$ cat config.mk
export PLATFORM = sky130hd
export DESIGN_NAME = vga_sync_salida_flat
export DESIGN_NICKNAME = d
export VERILOG_FILES = /design/src/rtl/vga_timing_pkg.sv /design/src/rtl/vga_sync_salida_if.sv /design/src/rtl/vga_pixel_tick.sv /design/src/rtl/vga_sync_salida.sv /design/src/flat_wrapper.sv
export SDC_FILE = /design/constraint.sdc
export NUM_CORES = 1
export LEC_CHECK = 0
export BUFFER_PORTS_ARGS = -buffer_cell sky130_fd_sc_hd__buf_2
export CORE_ASPECT_RATIO = 0.6
export CORE_MARGIN = 2
export CORE_UTILIZATION = 45
export DETAILED_ROUTE_END_ITERATION = 8
export PLACE_DENSITY_LB_ADDON = 0.3
export SLEW_MARGIN = 30
export SYNTH_ARGS = -nofsm -noshare
export SYNTH_HDL_FRONTEND = slang
export SYNTH_SLANG_ARGS = --single-unit
$ cat constraint.sdc
create_clock -name clock -period 2.6 [get_ports clock]
set_clock_uncertainty 0.1 [all_clocks]
set_input_delay 0.26 -clock clock [delete_from_list [all_inputs] [get_ports clock]]
set_output_delay 0.26 -clock clock [all_outputs]
set_load 0.02 [all_outputs]
$ cat src/rtl/vga_timing_pkg.sv
// Timing constants and colour helpers for the 640x480@60 VGA output stage.
// Optional feature macro: VGA_COLOR_BARS_EN (colour-bar test pattern).
package vga_timing_pkg;

  // Default 640x480@60 timing, in pixel ticks (horizontal) and lines (vertical)
  localparam int PIX_DIV_DEF  = 2;
  localparam int H_ACTIVE_DEF = 640;
  localparam int H_FP_DEF     = 16;
  localparam int H_SYNC_DEF   = 96;
  localparam int H_BP_DEF     = 48;
  localparam int V_ACTIVE_DEF = 480;
  localparam int V_FP_DEF     = 10;
  localparam int V_SYNC_DEF   = 2;
  localparam int V_BP_DEF     = 33;
  localparam logic SYNC_POL_DEF = 1'b0;

  // Derived frame geometry and sync windows for the default timing
  localparam int H_TOTAL_DEF      = H_ACTIVE_DEF + H_FP_DEF + H_SYNC_DEF + H_BP_DEF;
  localparam int V_TOTAL_DEF      = V_ACTIVE_DEF + V_FP_DEF + V_SYNC_DEF + V_BP_DEF;
  localparam int H_SYNC_START_DEF = H_ACTIVE_DEF + H_FP_DEF;
  localparam int H_SYNC_END_DEF   = H_SYNC_START_DEF + H_SYNC_DEF - 1;
  localparam int V_SYNC_START_DEF = V_ACTIVE_DEF + V_FP_DEF;
  localparam int V_SYNC_END_DEF   = V_SYNC_START_DEF + V_SYNC_DEF - 1;

  // RGB332 byte layout {R[2:0],G[2:0],B[1:0]}
  localparam int RGB_R_LSB = 5;
  localparam int RGB_G_LSB = 2;
  localparam int RGB_B_LSB = 0;

`ifdef VGA_COLOR_BARS_EN
  // Eight 80-pixel bars; bar index bits select full-scale R, G and B
  function automatic logic [7:0] bar_colour(input logic [9:0] x);
    logic [9:0] bar;
    bar = x / 10'd80;
    return {{3{bar[2]}}, {3{bar[1]}}, {2{bar[0]}}};
  endfunction
`endif

endpackage

$ cat src/rtl/vga_sync_salida_if.sv
// Colour input and DAC/sync/coordinate outputs of the VGA output stage.
interface vga_sync_salida_if;
  logic [7:0] colores_in;
  logic       hsync;
  logic       vsync;
  logic [2:0] red;
  logic [2:0] green;
  logic [1:0] blue;
  logic [9:0] pixel_x;
  logic [9:0] pixel_y;
  logic       video_on;
  logic       frame_start;

  modport master (
    input  colores_in,
    output hsync, vsync, red, green, blue, pixel_x, pixel_y, video_on, frame_start
  );

  modport slave (
    output colores_in,
    input  hsync, vsync, red, green, blue, pixel_x, pixel_y, video_on, frame_start
  );
endinterface

$ cat src/rtl/vga_pixel_tick.sv
// Divides the board clock down to the pixel rate: tick is high on the last
// clock of every PIX_DIV-clock period (every clock when PIX_DIV = 1).
module vga_pixel_tick #(
  parameter int PIX_DIV = 2
) (
  input  logic clock,
  input  logic reset_n,
  output logic tick
);

  localparam logic [2:0] DIV_LAST = 3'(PIX_DIV - 1);

  logic [2:0] div_q;
  logic [2:0] div_d;

  assign tick = (div_q == DIV_LAST);

  // Divider next value: wrap on the tick clock, otherwise count up
  always_comb begin
    div_d = div_q;
    if (tick) begin
      div_d = 3'd0;
    end else begin
      div_d = div_q + 3'd1;
    end
  end

  // Divider register
  always_ff @(posedge clock or negedge reset_n) begin
    if (!reset_n) begin
      div_q <= 3'd0;
    end else begin
      div_q <= div_d;
    end
  end

endmodule

$ cat src/rtl/vga_sync_salida.sv
// VGA timing generator and pixel output stage. Counts pixels/lines on the
// pixel tick, decodes sync windows and blanking, and registers all outputs
// one tick after the counter state they describe.
// Optional feature macro: VGA_COLOR_BARS_EN replaces colores_in with bars.
module vga_sync_salida
  import vga_timing_pkg::*;
#(
  parameter int   PIX_DIV  = PIX_DIV_DEF,
  parameter int   H_ACTIVE = H_ACTIVE_DEF,
  parameter int   H_FP     = H_FP_DEF,
  parameter int   H_SYNC   = H_SYNC_DEF,
  parameter int   H_BP     = H_BP_DEF,
  parameter int   V_ACTIVE = V_ACTIVE_DEF,
  parameter int   V_FP     = V_FP_DEF,
  parameter int   V_SYNC   = V_SYNC_DEF,
  parameter int   V_BP     = V_BP_DEF,
  parameter logic SYNC_POL = SYNC_POL_DEF
) (
  input  logic               clock,
  input  logic               reset_n,
  vga_sync_salida_if.master  bus
);

  localparam logic [9:0] H_ACT    = 10'(H_ACTIVE);
  localparam logic [9:0] V_ACT    = 10'(V_ACTIVE);
  localparam logic [9:0] H_LAST   = 10'(H_ACTIVE + H_FP + H_SYNC + H_BP - 1);
  localparam logic [9:0] V_LAST   = 10'(V_ACTIVE + V_FP + V_SYNC + V_BP - 1);
  localparam logic [9:0] HS_START = 10'(H_ACTIVE + H_FP);
  localparam logic [9:0] HS_END   = 10'(H_ACTIVE + H_FP + H_SYNC - 1);
  localparam logic [9:0] VS_START = 10'(V_ACTIVE + V_FP);
  localparam logic [9:0] VS_END   = 10'(V_ACTIVE + V_FP + V_SYNC - 1);

  logic       tick_s;
  logic       active_s;
  logic       hs_win_s;
  logic       vs_win_s;
  logic [7:0] colour_s;

  logic [9:0] h_cnt_q, h_cnt_d;
  logic [9:0] v_cnt_q, v_cnt_d;
  logic       hsync_q, hsync_d;
  logic       vsync_q, vsync_d;
  logic [2:0] red_q, red_d;
  logic [2:0] green_q, green_d;
  logic [1:0] blue_q, blue_d;
  logic [9:0] pixel_x_q, pixel_x_d;
  logic [9:0] pixel_y_q, pixel_y_d;
  logic       video_on_q, video_on_d;
  logic       frame_start_q, frame_start_d;

  vga_pixel_tick #(.PIX_DIV(PIX_DIV)) u_tick (
    .clock   (clock),
    .reset_n (reset_n),
    .tick    (tick_s)
  );

`ifdef VGA_COLOR_BARS_EN
  assign colour_s = bar_colour(h_cnt_q);
`else
  assign colour_s = bus.colores_in;
`endif

  assign active_s = (h_cnt_q < H_ACT) && (v_cnt_q < V_ACT);
  assign hs_win_s = (h_cnt_q >= HS_START) && (h_cnt_q <= HS_END);
  assign vs_win_s = (v_cnt_q >= VS_START) && (v_cnt_q <= VS_END);

  // Pixel/line counters: advance on tick, line steps when the pixel count wraps
  always_comb begin
    h_cnt_d = h_cnt_q;
    v_cnt_d = v_cnt_q;
    if (tick_s) begin
      if (h_cnt_q == H_LAST) begin
        h_cnt_d = 10'd0;
        if (v_cnt_q == V_LAST) begin
          v_cnt_d = 10'd0;
        end else begin
          v_cnt_d = v_cnt_q + 10'd1;
        end
      end else begin
        h_cnt_d = h_cnt_q + 10'd1;
      end
    end else begin
      h_cnt_d = h_cnt_q;
    end
  end

  // Output decode from the pre-increment counters; everything holds between ticks
  always_comb begin
    hsync_d       = hsync_q;
    vsync_d       = vsync_q;
    red_d         = red_q;
    green_d       = green_q;
    blue_d        = blue_q;
    pixel_x_d     = pixel_x_q;
    pixel_y_d     = pixel_y_q;
    video_on_d    = video_on_q;
    frame_start_d = 1'b0;
    if (tick_s) begin
      hsync_d       = hs_win_s ? SYNC_POL : ~SYNC_POL;
      vsync_d       = vs_win_s ? SYNC_POL : ~SYNC_POL;
      pixel_x_d     = h_cnt_q;
      pixel_y_d     = v_cnt_q;
      video_on_d    = active_s;
      frame_start_d = (h_cnt_q == 10'd0) && (v_cnt_q == 10'd0);
      if (active_s) begin
        red_d   = colour_s[RGB_R_LSB +: 3];
        green_d = colour_s[RGB_G_LSB +: 3];
        blue_d  = colour_s[RGB_B_LSB +: 2];
      end else begin
        red_d   = 3'd0;
        green_d = 3'd0;
        blue_d  = 2'd0;
      end
    end else begin
      frame_start_d = 1'b0;
    end
  end

  // Counter and output registers
  always_ff @(posedge clock or negedge reset_n) begin
    if (!reset_n) begin
      h_cnt_q       <= 10'd0;
      v_cnt_q       <= 10'd0;
      hsync_q       <= ~SYNC_POL;
      vsync_q       <= ~SYNC_POL;
      red_q         <= 3'd0;
      green_q       <= 3'd0;
      blue_q        <= 2'd0;
      pixel_x_q     <= 10'd0;
      pixel_y_q     <= 10'd0;
      video_on_q    <= 1'b0;
      frame_start_q <= 1'b0;
    end else begin
      h_cnt_q       <= h_cnt_d;
      v_cnt_q       <= v_cnt_d;
      hsync_q       <= hsync_d;
      vsync_q       <= vsync_d;
      red_q         <= red_d;
      green_q       <= green_d;
      blue_q        <= blue_d;
      pixel_x_q     <= pixel_x_d;
      pixel_y_q     <= pixel_y_d;
      video_on_q    <= video_on_d;
      frame_start_q <= frame_start_d;
    end
  end

  assign bus.hsync       = hsync_q;
  assign bus.vsync       = vsync_q;
  assign bus.red         = red_q;
  assign bus.green       = green_q;
  assign bus.blue        = blue_q;
  assign bus.pixel_x     = pixel_x_q;
  assign bus.pixel_y     = pixel_y_q;
  assign bus.video_on    = video_on_q;
  assign bus.frame_start = frame_start_q;

endmodule

$ cat src/flat_wrapper.sv
// flat-port wrapper written by rule: the top's interface ports become plain ports
module vga_sync_salida_flat import vga_timing_pkg::*;
#(
  parameter int   PIX_DIV  = PIX_DIV_DEF,
  parameter int   H_ACTIVE = H_ACTIVE_DEF,
  parameter int   H_FP     = H_FP_DEF,
  parameter int   H_SYNC   = H_SYNC_DEF,
  parameter int   H_BP     = H_BP_DEF,
  parameter int   V_ACTIVE = V_ACTIVE_DEF,
  parameter int   V_FP     = V_FP_DEF,
  parameter int   V_SYNC   = V_SYNC_DEF,
  parameter int   V_BP     = V_BP_DEF,
  parameter logic SYNC_POL = SYNC_POL_DEF
)
  (clock, reset_n, bus_colores_in, bus_hsync, bus_vsync, bus_red, bus_green, bus_blue, bus_pixel_x, bus_pixel_y, bus_video_on, bus_frame_start);
  vga_sync_salida_if bus_i ();
  input  logic clock;
  input  logic reset_n;
  input wire logic [$bits(bus_i.colores_in)-1:0] bus_colores_in;
  output wire logic [$bits(bus_i.hsync)-1:0] bus_hsync;
  output wire logic [$bits(bus_i.vsync)-1:0] bus_vsync;
  output wire logic [$bits(bus_i.red)-1:0] bus_red;
  output wire logic [$bits(bus_i.green)-1:0] bus_green;
  output wire logic [$bits(bus_i.blue)-1:0] bus_blue;
  output wire logic [$bits(bus_i.pixel_x)-1:0] bus_pixel_x;
  output wire logic [$bits(bus_i.pixel_y)-1:0] bus_pixel_y;
  output wire logic [$bits(bus_i.video_on)-1:0] bus_video_on;
  output wire logic [$bits(bus_i.frame_start)-1:0] bus_frame_start;
  assign bus_i.colores_in = bus_colores_in;
  assign bus_hsync = bus_i.hsync;
  assign bus_vsync = bus_i.vsync;
  assign bus_red = bus_i.red;
  assign bus_green = bus_i.green;
  assign bus_blue = bus_i.blue;
  assign bus_pixel_x = bus_i.pixel_x;
  assign bus_pixel_y = bus_i.pixel_y;
  assign bus_video_on = bus_i.video_on;
  assign bus_frame_start = bus_i.frame_start;
  vga_sync_salida #(.PIX_DIV(PIX_DIV), .H_ACTIVE(H_ACTIVE), .H_FP(H_FP), .H_SYNC(H_SYNC), .H_BP(H_BP), .V_ACTIVE(V_ACTIVE), .V_FP(V_FP), .V_SYNC(V_SYNC), .V_BP(V_BP), .SYNC_POL(SYNC_POL)) u_core (.clock(clock), .reset_n(reset_n), .bus(bus_i));
endmodule
* Word level (Yosys, flattened, before mapping)
Cells that the tools add are included.
Word-level totals: memory bits (writable) 0, memories 0, bits in latches 0, bits in registers 55, memory bits (read-only) 0, input port bits 10, output and inout bits 32
Operators by class: multiply operators 0, $lt $le $gt $ge 6, bitwise operators 0, reductions and logical operators 7, add/subtract/negate cells 3, equality and inequality tests 3, div/mod/pow operators 0, mux-type cells 9, shift-type cells 0
Operators by type and width (number):
- 10-bit by 1-bit adder with 10-bit output, second input constant | 2
- 10-bit equality test, second input constant | 2
- 10-bit zero test | 2
- 10-bit 2-to-1 mux | 2
- 10-bit greater-or-equal comparator, second input constant | 1
- 10-bit by 9-bit greater-or-equal comparator with 1-bit output, second input constant | 1
- 10-bit less-or-equal comparator, second input constant | 1
- 10-bit by 9-bit less-or-equal comparator with 1-bit output, second input constant | 1
- 10-bit < comparator, second input constant | 1
- 10-bit by 9-bit < comparator with 1-bit output, second input constant | 1
- 3-bit 2-to-1 mux | 3
- 1-bit logical AND | 4
- 3-bit by 1-bit adder with 3-bit output, second input constant | 1
- 3-bit by 1-bit equality test with 1-bit output, second input constant | 1
- 1-bit 2-to-1 mux | 3
- 2-bit 2-to-1 mux | 1
- 2-bit AND reduction | 1

* Longest topological paths before layout
Gate-level depths: netlist (run 1).
word-level depth 3, mapped depth 6, mapped depth without buffers 6

* Cells and area by module
A second synthesis (run 1) with hierarchy kept.
Second synthesis, totals: cell total of the unflattened synthesis 202, area total of the unflattened synthesis 2434.8 um2
Modules (own cells, without submodules):
- vga_sync_salida | sequential area each 1303.8 um2, instances 1, cells an instance 192, area each 2317.2 um2
- vga_pixel_tick | sequential area each 75.1 um2, instances 1, cells an instance 10, area each 117.6 um2

* Least setup slack after synthesis (run 1)
Ideal clock, no wire load.
kind reg2reg, from register u_core.u_tick.div_q[1], to register u_core.v_cnt_q[4], stages on the path, launching flop included 6, required time 2.372 ns, arrival time 1.677 ns, path buffers 1, setup slack 0.694 ns, cell sequence dfrtp_1 > or3b_1 > buf_6 > or4_4 > o21ai_1 > o31ai_1
On the way: longest elaborated chain between the ends 2
Ends and longest elaborated chain:
- start, declared | RTL line vga_pixel_tick.sv:13 | logic [2:0] div_q;
- start signal, assigned | RTL line vga_pixel_tick.sv:33 | div_q <= div_d;
- 3-bit by 1-bit equality test with 1-bit output | RTL line vga_pixel_tick.sv:16 | assign tick = (div_q == DIV_LAST);
- 2-bit AND reduction (no line)
- end signal, assigned | RTL line vga_sync_salida.sv:135 | v_cnt_q <= v_cnt_d;
- end, declared | RTL line vga_sync_salida.sv:40 | logic [9:0] v_cnt_q, v_cnt_d;
Every way passes these cells. A chain may end at the register's enable or synchronous reset.

* Worst setup path in the final report (run 1)
from register u_core.u_tick.div_q[1], to register u_core.green_q[0] (netlist: u_core.bus.green[0])
On the way: longest elaborated chain between the ends 1
Ends and longest elaborated chain:
- 3-bit by 1-bit equality test with 1-bit output | RTL line vga_pixel_tick.sv:16
- end signal, assigned | RTL line vga_sync_salida.sv:139 | green_q <= green_d;
- end, declared | RTL line vga_sync_salida.sv:44 | logic [2:0] green_q, green_d;
Every way passes these cells.

==> results of run 1 <==
sequential cells by signal (all words and copies together) (netlist names), 2 cells and up:
name and count:
u_core.bus.pixel_y 10, u_core.bus.red 3, u_core.v_cnt_q 10, u_core.bus.blue 2
u_core.h_cnt_q 10, u_core.bus.green 3, u_core.bus.pixel_x 10, u_core.u_tick.div_q 3
worst paths after layout:
path / startpoint / to / cells after the start / slack, ns
hold / removal: bus_colores_in[3] / u_core.bus.green[1]$_DFFE_PN0P_ / 2 / 0.07
max in group asynchronous: reset_n / u_core.bus.vsync$_DFFE_PN1P_ / 3 / 1.33
setup reg to reg: u_core.u_tick.div_q[1]$_DFF_PN0_ / u_core.bus.green[0]$_DFFE_PN0P_ / 4 / 0.29
setup / recovery: u_core.u_tick.div_q[1]$_DFF_PN0_ / u_core.bus.green[0]$_DFFE_PN0P_ / 4 / 0.29
min in group asynchronous: reset_n / u_core.h_cnt_q[4]$_DFFE_PN0P_ / 2 / 0.36
hold reg to reg: u_core.bus.pixel_y[4]$_DFFE_PN0P_ / u_core.bus.pixel_y[4]$_DFFE_PN0P_ / 2 / 0.38
worst max-delay path, cell delays in order (launching register included):
cell	delay (ns)
sky130_fd_sc_hd__dfrtp_1	0.42
sky130_fd_sc_hd__or3b_1	0.64
sky130_fd_sc_hd__buf_4	0.35
sky130_fd_sc_hd__nor4b_4	0.53
sky130_fd_sc_hd__a22o_1	0.21
area by class of cell:
| cell class | instances | area share (%) |
|---|---|---|
| multi-input combinational | 167 | 34.28 |
| timing repair buffer | 48 | 9.095 |
| sequential | 55 | 48.19 |
| clock buffer | 6 | 2.536 |
| clock inverter | 2 | 2.099 |
| tap | 66 | 2.886 |
| inverter | 7 | 0.9182 |
cell usage in the layout, fill, tap and decap left out, drive strengths merged, types with 6 or more instances in the layout:
master / n
nand2: 63
xnor2: 7
dfrtp: 53
nand3: 8
nor2: 10
a22o: 8
clkbuf: 6
and3: 7
inv: 7
buf: 47
o21ai: 13
metal layers:
metal  GRT usage [%]  routed length, um  up-vias
li1                -                  -      914
met1           28.34               2657      885
met2           24.13               1973       51
met3           4.654                303        5
met4           4.305                 29        0
met5               0                  0        -
logic make-up after synthesis:
kind of cell	count (synthesis)
flops	55
fa+ha+maj	5
xor+xnor	9
compound gates	37
buf+inv	18
simple gates	114
mux	2
repair_timing:
action                                  CTS  global route
hold buffers                              1             0
endpoints found under the setup margin    0             0
hold endpoints to repair                 22             0
per-stage QoR:
stage	hold WS (ns)	setup slack (ns)	instances	cell area, um2
4_1_cts	0.06043	0.2647	351	2861
5_1_grt	0.05314	0.1015	351	2861
3_5_place_dp	0.1802	0.2832	342	2719
2_1_floorplan	-0.1356	0.6943	240	2442
6_report	0.06537	0.2923	351	2861
3_3_place_gp	0.1690	0.3565	342	2719
power by group:
group / leakage (uW) / switching (uW) / internal, uW
combinational: 0.000674 / 30.5 / 16.4
clock: 0.0000654 / 274 / 385
sequential: 0.000705 / 3.45 / 861
total: 0.00144 / 308 / 1260
==> results_tabular.tex, run 1 <==
\begin{tabular}{lr}
\hline
Metric & Value \\
\hline
\multicolumn{2}{l}{\textbf{Logic synthesis}} \\
Synthesized flop and latch total & 55 \\
Number of distinct library cells after synthesis & 42 \\
Synthesis warning total & 0 \\
Synth Area per Inst & 10.18 um2 \\
Post-synthesis xor/xnor area fraction & 3.227\% \\
Most numerous cell in the Yosys netlist & sky130\_fd\_sc\_hd\_\_nand2\_1 \\
Multiplexer area fraction after synthesis & 0.8197\% \\
EDFF count, synth & 0 \\
Netlist area before placement & 2442 um2 \\
Cell types with the highest counts after synthesis & sky130\_fd\_sc\_hd\_\_nand2\_1 (63), sky130\_fd\_sc\_hd\_\_dfrtp\_1 (53), sky130\_fd\_sc\_hd\_\_nor2\_1 (10), sky130\_fd\_sc\_hd\_\_o21ai\_0 (10) \\
Seq/Total Area, Yosys & 56.45\% \\
Post-synthesis compound-gate area fraction & 10.09\% \\
Synthesized-area fraction occupied by adder cells & 2.561\% \\
Ranking of synthesized cells by area & sky130\_fd\_sc\_hd\_\_dfrtp\_1 (54\%), sky130\_fd\_sc\_hd\_\_nand2\_1 (9.7\%), sky130\_fd\_sc\_hd\_\_a22o\_1 (2.9\%) \\
Top-area cell type share of the netlist area & 54.30\% \\
Combinational family with the most area after synthesis & simple AND/OR/NAND/NOR gates \\
Cell count after synthesis & 240 \\
Share of synthesized cell area in and, or, nand and nor gates & 23.46\% \\
Most used DFF post-synth & sky130\_fd\_sc\_hd\_\_dfrtp\_1 \\
Synthesized net count & 255 \\
Top cell type by total area after synthesis & sky130\_fd\_sc\_hd\_\_dfrtp\_1 \\
Share of async-settable or async-resettable flops after synthesis & 100.0\% \\
\multicolumn{2}{l}{\textbf{Cells and area}} \\
Relative area change from synthesis to final layout & 17.16\% \\
Antenna diode count & 0 \\
Register cell area after layout & 1379 um2 \\
Footprint of the multi-input gates & 980.9 um2 \\
Share of final-layout standard cells stronger than drive strength 1 & 21.40\% \\
Final-stage net count & 299 \\
Final Core Density & 55.51\% \\
Number of fillers in the final layout & 468 \\
\multicolumn{2}{l}{\textbf{Critical path}} \\
Critical path arrival & 2.45 ns \\
Category of the worst setup path launch point & flip-flop \\
Worst endpoint required time & 2.75 ns \\
Element type at the critical path end & flip-flop \\
Worst Path Class, Setup & flip-flop to flip-flop \\
Highest net fanout along the worst path & 30 \\
\multicolumn{2}{l}{\textbf{Status}} \\
Status & complete, no violations \\
\multicolumn{2}{l}{\textbf{Clocking}} \\
Clock tree from TritonCTS & built \\
Number of clock buffers inserted by TritonCTS & 5 \\
Total setup buffers inserted after CTS & 0 \\
Root buf cell & sky130\_fd\_sc\_hd\_\_clkbuf\_8 \\
Post\_cts resized & 0 \\
Clk sinks & 55 \\
Clock slew at reported path FFs & 0.10 ns \\
H-tree levels & 2 \\
Source-to-sink clock delay at the later pin of the worst-skew pair & 0.31 ns \\
Buffer levels on the longest clock path & 2 \\
\multicolumn{2}{l}{\textbf{Place}} \\
Routability Congestion & 0.7873 \\
Count of input and output buffers & 41 \\
Post-DP HPWL & 3578 um \\
\multicolumn{2}{l}{\textbf{Global route}} \\
Global route overflow & 0 \\
Number of global-route vias before repair & 1655 \\
Initial antenna violation count & 0 \\
Global-route wire length before repair & 8376 um \\
Maximum number of pins on one net before global-route repair & 31 \\
Aggregate global-route resource usage & 17.83\% \\
\multicolumn{2}{l}{\textbf{Route}} \\
DR DRC count & 0 \\
Iteration-0 DRC Markers & 52 \\
Ratio of routed vias to standard cells & 5.285 \\
Wire length per cell & 14.14 um \\
Number of search-and-repair iterations in the first detailed-routing pass & 4 \\
Number of nets still failing antenna checks after routing & 0 \\
Routed via count & 1855 \\
Total length of routed wires & 4963 um \\
\multicolumn{2}{l}{\textbf{Timing}} \\
Final count of negative-setup-slack endpoints & 0 \\
Total Neg Setup Slack & 0 ns \\
Final max-slew violation count & 0 \\
RSZ-0062 raised after global routing & no \\
Worst slew pin tran & 0.5568 ns \\
Number of hold violations in the final report & 0 \\
Final Critical Period & 2.308 ns \\
Max transition margin & 62.88\% \\
Period utilisation layout & 88.76\% \\
Maximum frequency from static timing analysis & 433.3 MHz \\
\multicolumn{2}{l}{\textbf{Die}} \\
Die H & 61.07 um \\
Core ar. & 5155 um2 \\
Initial standard-cell utilization of the core & 47.38\% \\
I/O pin cnt & 42 \\
Std-Cell Rows & 20 \\
Overall die area & 6052 um2 \\
Die Width & 99.11 um \\
\multicolumn{2}{l}{\textbf{Power}} \\
Total power after layout & 1571 uW \\
Maximum vdd drop & 0.2809 mV \\
Power Density & 549.0 nW/um2 \\
Leakage power summed over all cells & 0.001444 uW \\
\multicolumn{2}{l}{\textbf{Min path}} \\
Min-Delay Path Class & primary input to flip-flop \\
\multicolumn{2}{l}{\textbf{Flow run}} \\
Number of maximum-capacitance violations & 0 \\
\hline
\end{tabular}
No activity file was read; power rests on OpenSTA's default activity.
==> run 2: changes to the inputs <==
- CTS_BUF_LIST: default -> sky130_fd_sc_hd__clkbuf_4 sky130_fd_sc_hd__clkbuf_8 sky130_fd_sc_hd__clkbuf_16
==> results_tabular.tex, run 2 (same netlist as run 1, synthesis figures left out) <==
\begin{tabular}{lr}
\hline
Metric & Value \\
\hline
\multicolumn{2}{l}{\textbf{Die}} \\
Std-Cell Rows & 20 (unchanged) \\
Die H & 61.07 um (unchanged) \\
I/O pin cnt & 42 (unchanged) \\
Initial standard-cell utilization of the core & 47.38\% (unchanged) \\
Core ar. & 5155 um2 (unchanged) \\
Overall die area & 6052 um2 (unchanged) \\
Die Width & 99.11 um (unchanged) \\
\multicolumn{2}{l}{\textbf{Status}} \\
Status & complete, no violations \\
\multicolumn{2}{l}{\textbf{Place}} \\
Post-DP HPWL & 3578 um (unchanged) \\
Setup slack at placement & 0.2832 ns (unchanged) \\
Routability Congestion & 0.7873 (unchanged) \\
Count of input and output buffers & 41 (unchanged) \\
\multicolumn{2}{l}{\textbf{Route}} \\
Number of nets still failing antenna checks after routing & 0 (unchanged) \\
Total length of routed wires & 4964 um (about the same) \\
Number of search-and-repair iterations in the first detailed-routing pass & 4 (unchanged) \\
DR DRC count & 0 (unchanged) \\
Ratio of routed vias to standard cells & 5.288 (about the same) \\
Wire length per cell & 14.14 um (about the same) \\
Iteration-0 DRC Markers & 53 (+1.9\%) \\
Routed via count & 1856 (+0.054\%) \\
\multicolumn{2}{l}{\textbf{Timing}} \\
Total Neg Setup Slack & 0 ns (unchanged) \\
Final max-slew violation count & 0 (unchanged) \\
Final count of negative-setup-slack endpoints & 0 (unchanged) \\
Worst slew pin tran & 0.5585 ns (+0.001714 ns) \\
Max transition margin & 62.77\% (-0.11 points) \\
Maximum frequency from static timing analysis & 432.9 MHz (about the same) \\
Final Critical Period & 2.310 ns (+0.002272 ns) \\
Number of hold violations in the final report & 0 (unchanged) \\
Worst path setup slack after routing & 0.2901 ns (-0.002272 ns) \\
Period utilisation layout & 88.84\% (about the same) \\
RSZ-0062 raised after global routing & no \\
\multicolumn{2}{l}{\textbf{Cells and area}} \\
Final-stage net count & 299 (unchanged) \\
Most common library cell in the layout ignoring fill and taps & sky130\_fd\_sc\_hd\_\_nand2\_1 \\
Share of final-layout standard cells stronger than drive strength 1 & 21.75\% (+0.35 points) \\
Commonest cells after routing, fill and taps aside & sky130\_fd\_sc\_hd\_\_nand2\_1 (63), sky130\_fd\_sc\_hd\_\_dfrtp\_1 (53), sky130\_fd\_sc\_hd\_\_buf\_2 (41) \\
Antenna diode count & 0 (unchanged) \\
Footprint of the multi-input gates & 980.9 um2 (unchanged) \\
Number of fillers in the final layout & 466 (-0.43\%) \\
Register cell area after layout & 1379 um2 (unchanged) \\
Relative area change from synthesis to final layout & 17.32\% \\
\multicolumn{2}{l}{\textbf{Clocking}} \\
Root buf cell & sky130\_fd\_sc\_hd\_\_clkbuf\_8 \\
Buffer levels on the longest clock path & 2 (unchanged) \\
Clk sinks & 55 (unchanged) \\
Number of clock buffers inserted by TritonCTS & 5 (unchanged) \\
Post\_cts resized & 0 (unchanged) \\
H-tree levels & 2 (unchanged) \\
Source-to-sink clock delay at the later pin of the worst-skew pair & 0.31 ns (about the same) \\
Clock tree from TritonCTS & built \\
Clock slew at reported path FFs & 0.10 ns (about the same) \\
\multicolumn{2}{l}{\textbf{Global route}} \\
Global-route wire length before repair & 8404 um (+0.33\%) \\
Maximum number of pins on one net before global-route repair & 31 (unchanged) \\
Number of global-route vias before repair & 1660 (+0.30\%) \\
Global route overflow & 0 (unchanged) \\
Initial antenna violation count & 0 (unchanged) \\
Aggregate global-route resource usage & 17.88\% (+0.051 points) \\
\multicolumn{2}{l}{\textbf{Min path}} \\
Min-Delay Path Class & primary input to flip-flop \\
\multicolumn{2}{l}{\textbf{Critical path}} \\
Critical path buffers and inverters & 1 (unchanged) \\
Highest net fanout along the worst path & 30 (unchanged) \\
Top delay family on crit path & simple AND/OR/NAND/NOR gates \\
Worst Path Class, Setup & flip-flop to flip-flop \\
Critical path arrival & 2.46 ns (about the same) \\
Element type at the critical path end & flip-flop \\
Cell at the slowest stage of the critical path & sky130\_fd\_sc\_hd\_\_or3b\_1 \\
Category of the worst setup path launch point & flip-flop \\
Worst endpoint required time & 2.75 ns (about the same) \\
CP max stage delay & 0.64 ns (about the same) \\
Critical path cell sequence & or3b\_1 -> buf\_4 -> nor4b\_4 -> a22o\_1 \\
\multicolumn{2}{l}{\textbf{Power}} \\
Maximum vdd drop & 0.2810 mV (about the same) \\
Power Density & 551.9 nW/um2 (+0.53\%) \\
Leakage power summed over all cells & 0.001447 uW (+0.24\%) \\
\multicolumn{2}{l}{\textbf{Flow run}} \\
Number of maximum-capacitance violations & 0 (unchanged) \\
\hline
\end{tabular}
[run 2: cell counts in the layout (fill, tap and decap cells not counted)]
No cell type changed its count.
[run 2: worst paths after layout]
check | start | to | slack [ns] | cells past startpoint
worst max register to register | u_core.u_tick.div_q[1]$_DFF_PN0_ | u_core.bus.green[0]$_DFFE_PN0P_ | 0.29 | 4
worst min register to register | u_core.bus.pixel_y[4]$_DFFE_PN0P_ | u_core.bus.pixel_y[4]$_DFFE_PN0P_ | 0.38 | 2
min in group asynchronous | reset_n | u_core.h_cnt_q[4]$_DFFE_PN0P_ | 0.36 | 2
worst min-delay path | bus_colores_in[3] | u_core.bus.green[1]$_DFFE_PN0P_ | 0.07 | 2
max in group asynchronous | reset_n | u_core.bus.vsync$_DFFE_PN1P_ | 1.33 | 3
worst max-delay path | u_core.u_tick.div_q[1]$_DFF_PN0_ | u_core.bus.green[0]$_DFFE_PN0P_ | 0.29 | 4
[run 2: metal layers]
metal	share of wire (%)	up-vias	GRT usage (%)
met5	0	-	0
met4	0.58	0	4.305
met1	53	885	28.49
li1	-	913	-
met2	40	53	24.13
met3	6.4	5	4.654
[run 2: what timing repair did]
action	4_1_cts	5_1_grt
setup buffers	0	0
hold buffers	1	0
endpoints found under the hold margin	22	0
[run 2: cell type report]
type                       instances  share of cell area, %
sequential                        55                  48.12
inverter                           7                 0.9170
timing repair buffer              48                  9.083
clock buffer                       6                  2.664
multi-input combinational        167                  34.24
clock inverter                     2                  2.096
tap                               66                  2.882
[run 2: power by group]
group	internal [uW]	switching [uW]	total, uW
Combinational	16.4	30.5	46.9
Sequential	861	3.45	865
Clock	395	274	670
[run 2: metrics by stage]
stage | total power [uW] | area (um2) | util (%) | hold WS (ns) | std cells
CTS | 1595 | 2865 | 55.58 | 0.06043 | 351
detailed placement | 928.9 | 2719 | 52.74 | 0.1802 | 342
finish | 1581 | 2865 | 55.58 | 0.06529 | 351
global placement | 927.9 | 2719 | 52.74 | 0.1690 | 342
global route | 1632 | 2865 | 55.58 | 0.05314 | 351
floorplan | 895.0 | 2442 | - | -0.1356 | 240
